==> src/rtl/wb_arbiter_pkg.sv <==
// Shared widths, constants and types for the writeback arbiter and its LSU buffer.
package wb_arbiter_pkg;

    localparam int REG_BUS       = 32;
    localparam int REG_ADDR_BUS  = 5;
    localparam int WB_ENTRY_W    = REG_ADDR_BUS + REG_BUS;
    localparam int WB_FIFO_DEPTH = 2;
    localparam int WB_STARVE_MAX = 4;

    localparam logic [REG_ADDR_BUS-1:0] ZERO_REG      = 5'd0;
    localparam logic [REG_BUS-1:0]      ZERO_WORD     = 32'd0;
    localparam logic                    REGWEN_ENABLE = 1'b1;

    typedef struct packed {
        logic [REG_ADDR_BUS-1:0] rd;
        logic [REG_BUS-1:0]      data;
    } wb_entry_t;

    typedef enum logic [1:0] {
        SEL_NONE = 2'd0,
        SEL_ALU  = 2'd1,
        SEL_FIFO = 2'd2
    } wb_sel_e;

    function automatic logic [REG_BUS-1:0] rd_onehot(input logic [REG_ADDR_BUS-1:0] rd);
        return 32'd1 << rd;
    endfunction

endpackage

==> src/rtl/wb_fifo.sv <==
// Synchronous FIFO buffering {rd, data} LSU results; flags derive from the registered count.
module wb_fifo
    import wb_arbiter_pkg::*;
#(
    parameter int DEPTH = WB_FIFO_DEPTH
) (
    input  logic      clk_i,
    input  logic      rst_i,
    input  logic      push_i,
    input  logic      pop_i,
    input  wb_entry_t din_i,
    output wb_entry_t head_o,
    output logic      full_o,
    output logic      empty_o
);

    localparam int PTR_W = (DEPTH > 1) ? $clog2(DEPTH) : 1;
    localparam int CNT_W = PTR_W + 1;

    wb_entry_t        r_mem [DEPTH];
    logic [PTR_W-1:0] r_wr_ptr;
    logic [PTR_W-1:0] r_rd_ptr;
    logic [CNT_W-1:0] r_count;
    logic             w_push;
    logic             w_pop;

    assign full_o  = (r_count == CNT_W'(DEPTH));
    assign empty_o = (r_count == {CNT_W{1'b0}});
    assign w_push  = push_i && !full_o;
    assign w_pop   = pop_i && !empty_o;
    assign head_o  = r_mem[r_rd_ptr];

    // Storage array; stale contents are harmless because the count gates every read.
    always_ff @(posedge clk_i) begin
        if (w_push) begin
            r_mem[r_wr_ptr] <= din_i;
        end
    end

    // Pointers wrap naturally at the power-of-two depth.
    always_ff @(posedge clk_i) begin
        if (rst_i) begin
            r_wr_ptr <= {PTR_W{1'b0}};
            r_rd_ptr <= {PTR_W{1'b0}};
            r_count  <= {CNT_W{1'b0}};
        end else begin
            if (w_push) begin
                r_wr_ptr <= r_wr_ptr + 1'b1;
            end
            if (w_pop) begin
                r_rd_ptr <= r_rd_ptr + 1'b1;
            end
            case ({w_push, w_pop})
                2'b10:   r_count <= r_count + 1'b1;
                2'b01:   r_count <= r_count - 1'b1;
                default: r_count <= r_count;
            endcase
        end
    end

endmodule

==> src/rtl/wb_arbiter.sv <==
// Writeback arbiter: ALU-priority selection onto the register-file write port,
// LSU result buffering, long-latency scoreboard and ALU starvation throttle.
module wb_arbiter
    import wb_arbiter_pkg::*;
#(
    parameter int FIFO_DEPTH = WB_FIFO_DEPTH,
    parameter int STARVE_MAX = WB_STARVE_MAX
) (
    input  logic                    clk_i,
    input  logic                    rst_i,
    input  logic                    alu_valid_i,
    input  logic [REG_ADDR_BUS-1:0] alu_rd_i,
    input  logic [REG_BUS-1:0]      alu_data_i,
    input  logic                    lsu_valid_i,
    output logic                    lsu_ready_o,
    input  logic [REG_ADDR_BUS-1:0] lsu_rd_i,
    input  logic [REG_BUS-1:0]      lsu_data_i,
    input  logic                    issue_valid_i,
    input  logic [REG_ADDR_BUS-1:0] issue_rd_i,
    output logic                    alu_stall_o,
    output logic [REG_BUS-1:0]      pending_o,
    output logic                    RegWEn_o,
    output logic [REG_ADDR_BUS-1:0] AddrD_o,
    output logic [REG_BUS-1:0]      DataD_o
);

    localparam int STV_W = $clog2(STARVE_MAX + 1);

    wb_entry_t               w_fifo_din;
    wb_entry_t               w_fifo_head;
    logic                    w_fifo_full;
    logic                    w_fifo_empty;
    logic                    w_push;
    logic                    w_pop;
    wb_sel_e                 w_sel;
    logic                    w_sel_valid;
    logic [REG_ADDR_BUS-1:0] w_sel_rd;
    logic [REG_BUS-1:0]      w_sel_data;
    logic [REG_BUS-1:0]      w_pending_next;
    logic [STV_W-1:0]        w_starve_next;
    logic                    w_stall_next;

    logic [REG_BUS-1:0]      r_pending;
    logic [STV_W-1:0]        r_starve_cnt;
    logic                    r_alu_stall;
    logic                    r_wen;
    logic [REG_ADDR_BUS-1:0] r_addr;
    logic [REG_BUS-1:0]      r_data;

    assign lsu_ready_o = !w_fifo_full;
    assign w_push      = lsu_valid_i && lsu_ready_o;
    assign w_pop       = (w_sel == SEL_FIFO);
    assign w_fifo_din  = '{rd: lsu_rd_i, data: lsu_data_i};

    wb_fifo #(
        .DEPTH (FIFO_DEPTH)
    ) u_fifo (
        .clk_i   (clk_i),
        .rst_i   (rst_i),
        .push_i  (w_push),
        .pop_i   (w_pop),
        .din_i   (w_fifo_din),
        .head_o  (w_fifo_head),
        .full_o  (w_fifo_full),
        .empty_o (w_fifo_empty)
    );

    // Source selection: the ALU always wins, even while a stall is being requested.
    always_comb begin
        w_sel = SEL_NONE;
        if (alu_valid_i) begin
            w_sel = SEL_ALU;
        end else if (!w_fifo_empty) begin
            w_sel = SEL_FIFO;
        end else begin
            w_sel = SEL_NONE;
        end
    end

    // Write-port mux for the selected source.
    always_comb begin
        w_sel_valid = 1'b0;
        w_sel_rd    = ZERO_REG;
        w_sel_data  = ZERO_WORD;
        case (w_sel)
            SEL_ALU: begin
                w_sel_valid = 1'b1;
                w_sel_rd    = alu_rd_i;
                w_sel_data  = alu_data_i;
            end
            SEL_FIFO: begin
                w_sel_valid = 1'b1;
                w_sel_rd    = w_fifo_head.rd;
                w_sel_data  = w_fifo_head.data;
            end
            default: begin
                w_sel_valid = 1'b0;
            end
        endcase
    end

    // Scoreboard update: clear on FIFO retire first so a same-cycle issue wins.
    always_comb begin
        w_pending_next = r_pending;
        if (w_pop) begin
            w_pending_next = w_pending_next & ~rd_onehot(w_fifo_head.rd);
        end else begin
            w_pending_next = w_pending_next;
        end
        if (issue_valid_i && (issue_rd_i != ZERO_REG)) begin
            w_pending_next = w_pending_next | rd_onehot(issue_rd_i);
        end else begin
            w_pending_next = w_pending_next;
        end
        w_pending_next[0] = 1'b0;
    end

    // Starvation count: ALU wins while the FIFO waits; hitting the limit requests one stall.
    always_comb begin
        w_starve_next = {STV_W{1'b0}};
        if (alu_valid_i && !w_fifo_empty) begin
            w_starve_next = r_starve_cnt + 1'b1;
        end else begin
            w_starve_next = {STV_W{1'b0}};
        end
        w_stall_next = (w_starve_next == STV_W'(STARVE_MAX));
    end

    // Scoreboard and starvation state.
    always_ff @(posedge clk_i) begin
        if (rst_i) begin
            r_pending    <= ZERO_WORD;
            r_starve_cnt <= {STV_W{1'b0}};
            r_alu_stall  <= 1'b0;
        end else begin
            r_pending    <= w_pending_next;
            r_alu_stall  <= w_stall_next;
            r_starve_cnt <= w_stall_next ? {STV_W{1'b0}} : w_starve_next;
        end
    end

    // Write-port registers; address and data hold when nothing is selected.
    always_ff @(posedge clk_i) begin
        if (rst_i) begin
            r_wen  <= 1'b0;
            r_addr <= ZERO_REG;
            r_data <= ZERO_WORD;
        end else if (w_sel_valid) begin
            r_wen  <= (w_sel_rd != ZERO_REG) ? REGWEN_ENABLE : ~REGWEN_ENABLE;
            r_addr <= w_sel_rd;
            r_data <= w_sel_data;
        end else begin
            r_wen  <= ~REGWEN_ENABLE;
        end
    end

    assign pending_o   = r_pending;
    assign alu_stall_o = r_alu_stall;
    assign RegWEn_o    = r_wen;
    assign AddrD_o     = r_addr;
    assign DataD_o     = r_data;

endmodule

==> config.mk <==
export PLATFORM = sky130hd
export DESIGN_NAME = wb_arbiter
export DESIGN_NICKNAME = d
export VERILOG_FILES = /design/src/rtl/wb_arbiter_pkg.sv /design/src/rtl/wb_fifo.sv /design/src/rtl/wb_arbiter.sv
export SDC_FILE = /design/constraint.sdc
export NUM_CORES = 1
export LEC_CHECK = 0
export ABC_CLOCK_PERIOD_IN_PS = 2700
export CAP_MARGIN = 20
export CELL_PAD_IN_SITES_DETAIL_PLACEMENT = 1
export CELL_PAD_IN_SITES_GLOBAL_PLACEMENT = 1
export CORE_MARGIN = 4
export CORE_UTILIZATION = 39
export CTS_CLUSTER_SIZE = 12
export DETAILED_ROUTE_END_ITERATION = 7
export GPL_ROUTABILITY_DRIVEN = 0
export HOLD_SLACK_MARGIN = 0.05
export MAX_ROUTING_LAYER = met4
export PLACE_DENSITY = 0.77
export SYNTH_ARGS = -nofsm -noshare
export SYNTH_HDL_FRONTEND = slang
export SYNTH_SLANG_ARGS = --single-unit
==> constraint.sdc <==
create_clock -name clk_i -period 2.7 [get_ports clk_i]
set_clock_uncertainty 0.15 [all_clocks]
set_input_delay 0.54 -clock clk_i [delete_from_list [all_inputs] [get_ports clk_i]]
set_output_delay 0.54 -clock clk_i [all_outputs]
set_load 0.005 [all_outputs]
==> reports/qor.yml <==
routing:
  wl_per_cell_um: 20.7
  vias: 5151
  detail-route-antenna-nets: 0
  avgViaCountPerCell: 5.50
  dr.pass1.iters: 5
  drcViolationCount: 0
  wirelength_um: 19400
  drt-initial-drc-count: 367
floorplanning:
  initial_utilization_pct: 40.1
  rows: 46
  die_area_um2: 18600
  dieWidth_um: 137
  ioPinCount: 156
  die_h_um: 137
  core_area_um2: 16100
pwr:
  power_leakage_nw: 2.97
  p_seq_share_pct: 38.5
  peakVddDrop_v: 0.000586
  power_frac_comb_pct: 29.2
  powerDensity_nw_per_um2: 886
  switching_share_pct: 31.0
  intPower_mw: 5.35
  power.switching_mw: 2.40
  pwr-share-clk_pct: 32.3
finish:
  seqCellArea_um2: 3780
  final_common_cell: "clkdlybuf4s50_1"
  multi_input_area_um2: 2330
  nets: 793
  fill_cells: 1644
  fin_util_pct: 54.4
  final_cell_mix: "clkdlybuf4s50_1, dfxtp_1, nand2_1, edfxtp_1, a21oi_1"
  drive_gt1_share_pct: 9.44
  syn_to_final_growth_pct: 35.6
synthesis:
  yosys_most_used_dff: "dfxtp_1"
  synthesis.area_um2: 6440
  synth_cell_type_count: 51
  synth_edf_count: 74
  syn-num-nets: 654
  synth_warnings: 0
  synth_seq_area_share_pct: 58.7
  synth-async-reset-ratio_pct: 0
  avgSynthCellArea_um2: 11.3
  ys_ff_latch: 152
  synth_cells: 568
clocking:
  cts_hold_buffers: 0
  clock-root-buffer: "clkbuf_16"
  htreeDepth: 4
  cts_tree: "built"
  path_clk_slew_ns: 0.06
  cts_inserted_buffers: 17
  clkSinkCount: 152
  clk_latency_ns: 0.42
  cts_setup_buffers: 0
  cts_buffer_depth: 2
  cts_resized: 0
placement:
  dp_slack_ns: 0.364
  port_buffers: 154
  dp_hpwl_um: 13200
sta:
  min_period_over_period_pct: 85.0
  worstMarginPinSlew_ns: 1.02
  fin_crit_ns: 2.29
  fmax_mhz: 436
  setup_viol: 0
  hold_ws_ns: 0.342
  slew_violations: 0
  slew_headroom_pct: 31.7
  rsz0062_at_grt: "false"
  setup_ws_ns: 0.406
  tns_ns: 0
  hold_viol_final: 0
setup_path:
  critPathCaptureType: "register"
  crit_arrival_ns: 2.40
  crit_fanout: 29
  crit_end: "pending_o[25]"
  r2r-end: "pending_o[25]"
  crit_type: "register to register"
  r2r_setup_slack_ns: 0.41
  crit_path_start_kind: "register"
  worst-endpoint-required_ns: 2.80
  r2r_cells: 3
global_routing:
  grt_pass1_vias: 5618
  grt_pass1_wl_um: 30400
  grt_usage_pct: 21.8
  grt_overflow: 0
  grt_max_degree: 79
  antenna_found_initial: 1
outcome:
  status: "finished clean"
hold_path:
  min_path_type: "register to register"
flow_run:
  maxCapViolations: 0
## critical path: stages, from the launching register on
cell and delay [ns]:
dfxtp_2 0.76, mux2i_1 0.38, nor3_1 0.64, a311oi_1 0.19
## through the flow
| stage | cell area [um2] | total power [mW] | std cells |
|---|---|---|---|
| after floorplan | 6440 | 4.52 | 568 |
| after global placement | 8120 | 5.16 | 904 |
| after detailed placement | 8120 | 5.28 | 904 |
| after CTS | 8740 | 7.82 | 936 |
| after global routing | 8740 | 8.13 | 937 |
| final | 8740 | 7.74 | 937 |
## power by group through the flow
stage | registers (mW) | logic, mW | clock network, mW
global route | 3.02 | 2.47 | 2.65
detailed placement | 3.03 | 2.25 | 0
finish | 2.98 | 2.26 | 2.50
global placement | 3.00 | 2.16 | 0
CTS | 2.98 | 2.29 | 2.54
floorplan | 2.92 | 1.60 | 0
## metal layers
metal	vias to the layer above	part of all wire [%]	global-route usage [%]
li1	2418	-	-
met1	2552	41	25.3
met2	164	52	37.5
met3	17	6.5	5.29
met4	0	1.1	6.66
met5	-	0	-
## cells by family after synthesis
family | after synthesis | share of synthesized area [%]
muxes | 38 | 5.94
AOI/OAI and AO/OA | 155 | 16.9
and+or+nand+nor | 156 | 12.3
other | 1 | 0.0582
buffers and inverters | 60 | 5.20
DFF | 152 | 58.7
adders and majority gates | 2 | 0.388
xor gates and xnor gates | 4 | 0.544
## final cells by class
| type | instances | share of cell area (%) |
|---|---|---|
| flip-flops and latches | 152 | 43.3 |
| inverters | 5 | 0.215 |
| repair buffers | 175 | 19.6 |
| diodes | 1 | 0.0286 |
| multi-input cells | 356 | 26.6 |
| clock inverters | 15 | 2.28 |
| well taps | 216 | 3.09 |
| clock buffers | 17 | 4.87 |
## cell usage after synthesis, types with 2 or more instances
library cell / instances / area [um2]
dfxtp_1: 78 / 1560
edfxtp_1: 74 / 2220
nand2_1: 74 / 278
a21oi_1: 71 / 355
nor3_1: 41 / 205
mux2i_1: 36 / 360
a211o_1: 35 / 307
a311oi_1: 31 / 272
clkbuf_1: 29 / 109
buf_2: 10 / 50.1
buf_6: 8 / 90.1
nand2b_1: 6 / 37.5
inv_1: 5 / 18.8
nor2_1: 5 / 18.8
a211oi_2: 4 / 50.1
and4b_1: 4 / 40.0
buf_4: 3 / 22.5
clkbuf_2: 3 / 15.0
nor4bb_1: 3 / 30.0
o21ai_0: 3 / 15.0
o22ai_1: 3 / 18.8
or3_1: 3 / 18.8
xor2_1: 3 / 26.3
a311o_1: 2 / 20.0
buf_8: 2 / 30.0
ha_1: 2 / 25.0
mux2_2: 2 / 22.5
nand3b_1: 2 / 15.0
nor2b_1: 2 / 12.5
o2bb2ai_1: 2 / 17.5
o32ai_1: 2 / 17.5
## registers in the layout, indices dropped and copies added, names as in the netlist, named ones only
register	count
AddrD_o	5
DataD_o	32
RegWEn_o	1
alu_stall_o	1
pending_o	31
r_starve_cnt	3
u_fifo.r_count	2
u_fifo.r_mem	74
u_fifo.r_rd_ptr	1
u_fifo.r_wr_ptr	1
## worst min path at each step
| stage | start | endpoint | slack, ns | cells after the start |
|---|---|---|---|---|
| 3_3_place_gp | r_starve_cnt[0] | r_starve_cnt[0] | 0.31 | 1 |
| 4_1_cts | r_starve_cnt[0] | r_starve_cnt[0] | 0.34 | 1 |
| 5_1_grt | r_starve_cnt[0] | r_starve_cnt[0] | 0.37 | 1 |
| 6_report | r_starve_cnt[0] | r_starve_cnt[0] | 0.34 | 1 |
| 3_5_place_dp | r_starve_cnt[0] | r_starve_cnt[0] | 0.33 | 1 |
| 2_1_floorplan | r_starve_cnt[0] | r_starve_cnt[0] | 0.29 | 1 |
Note: power is estimated with default switching activity, not from simulation.
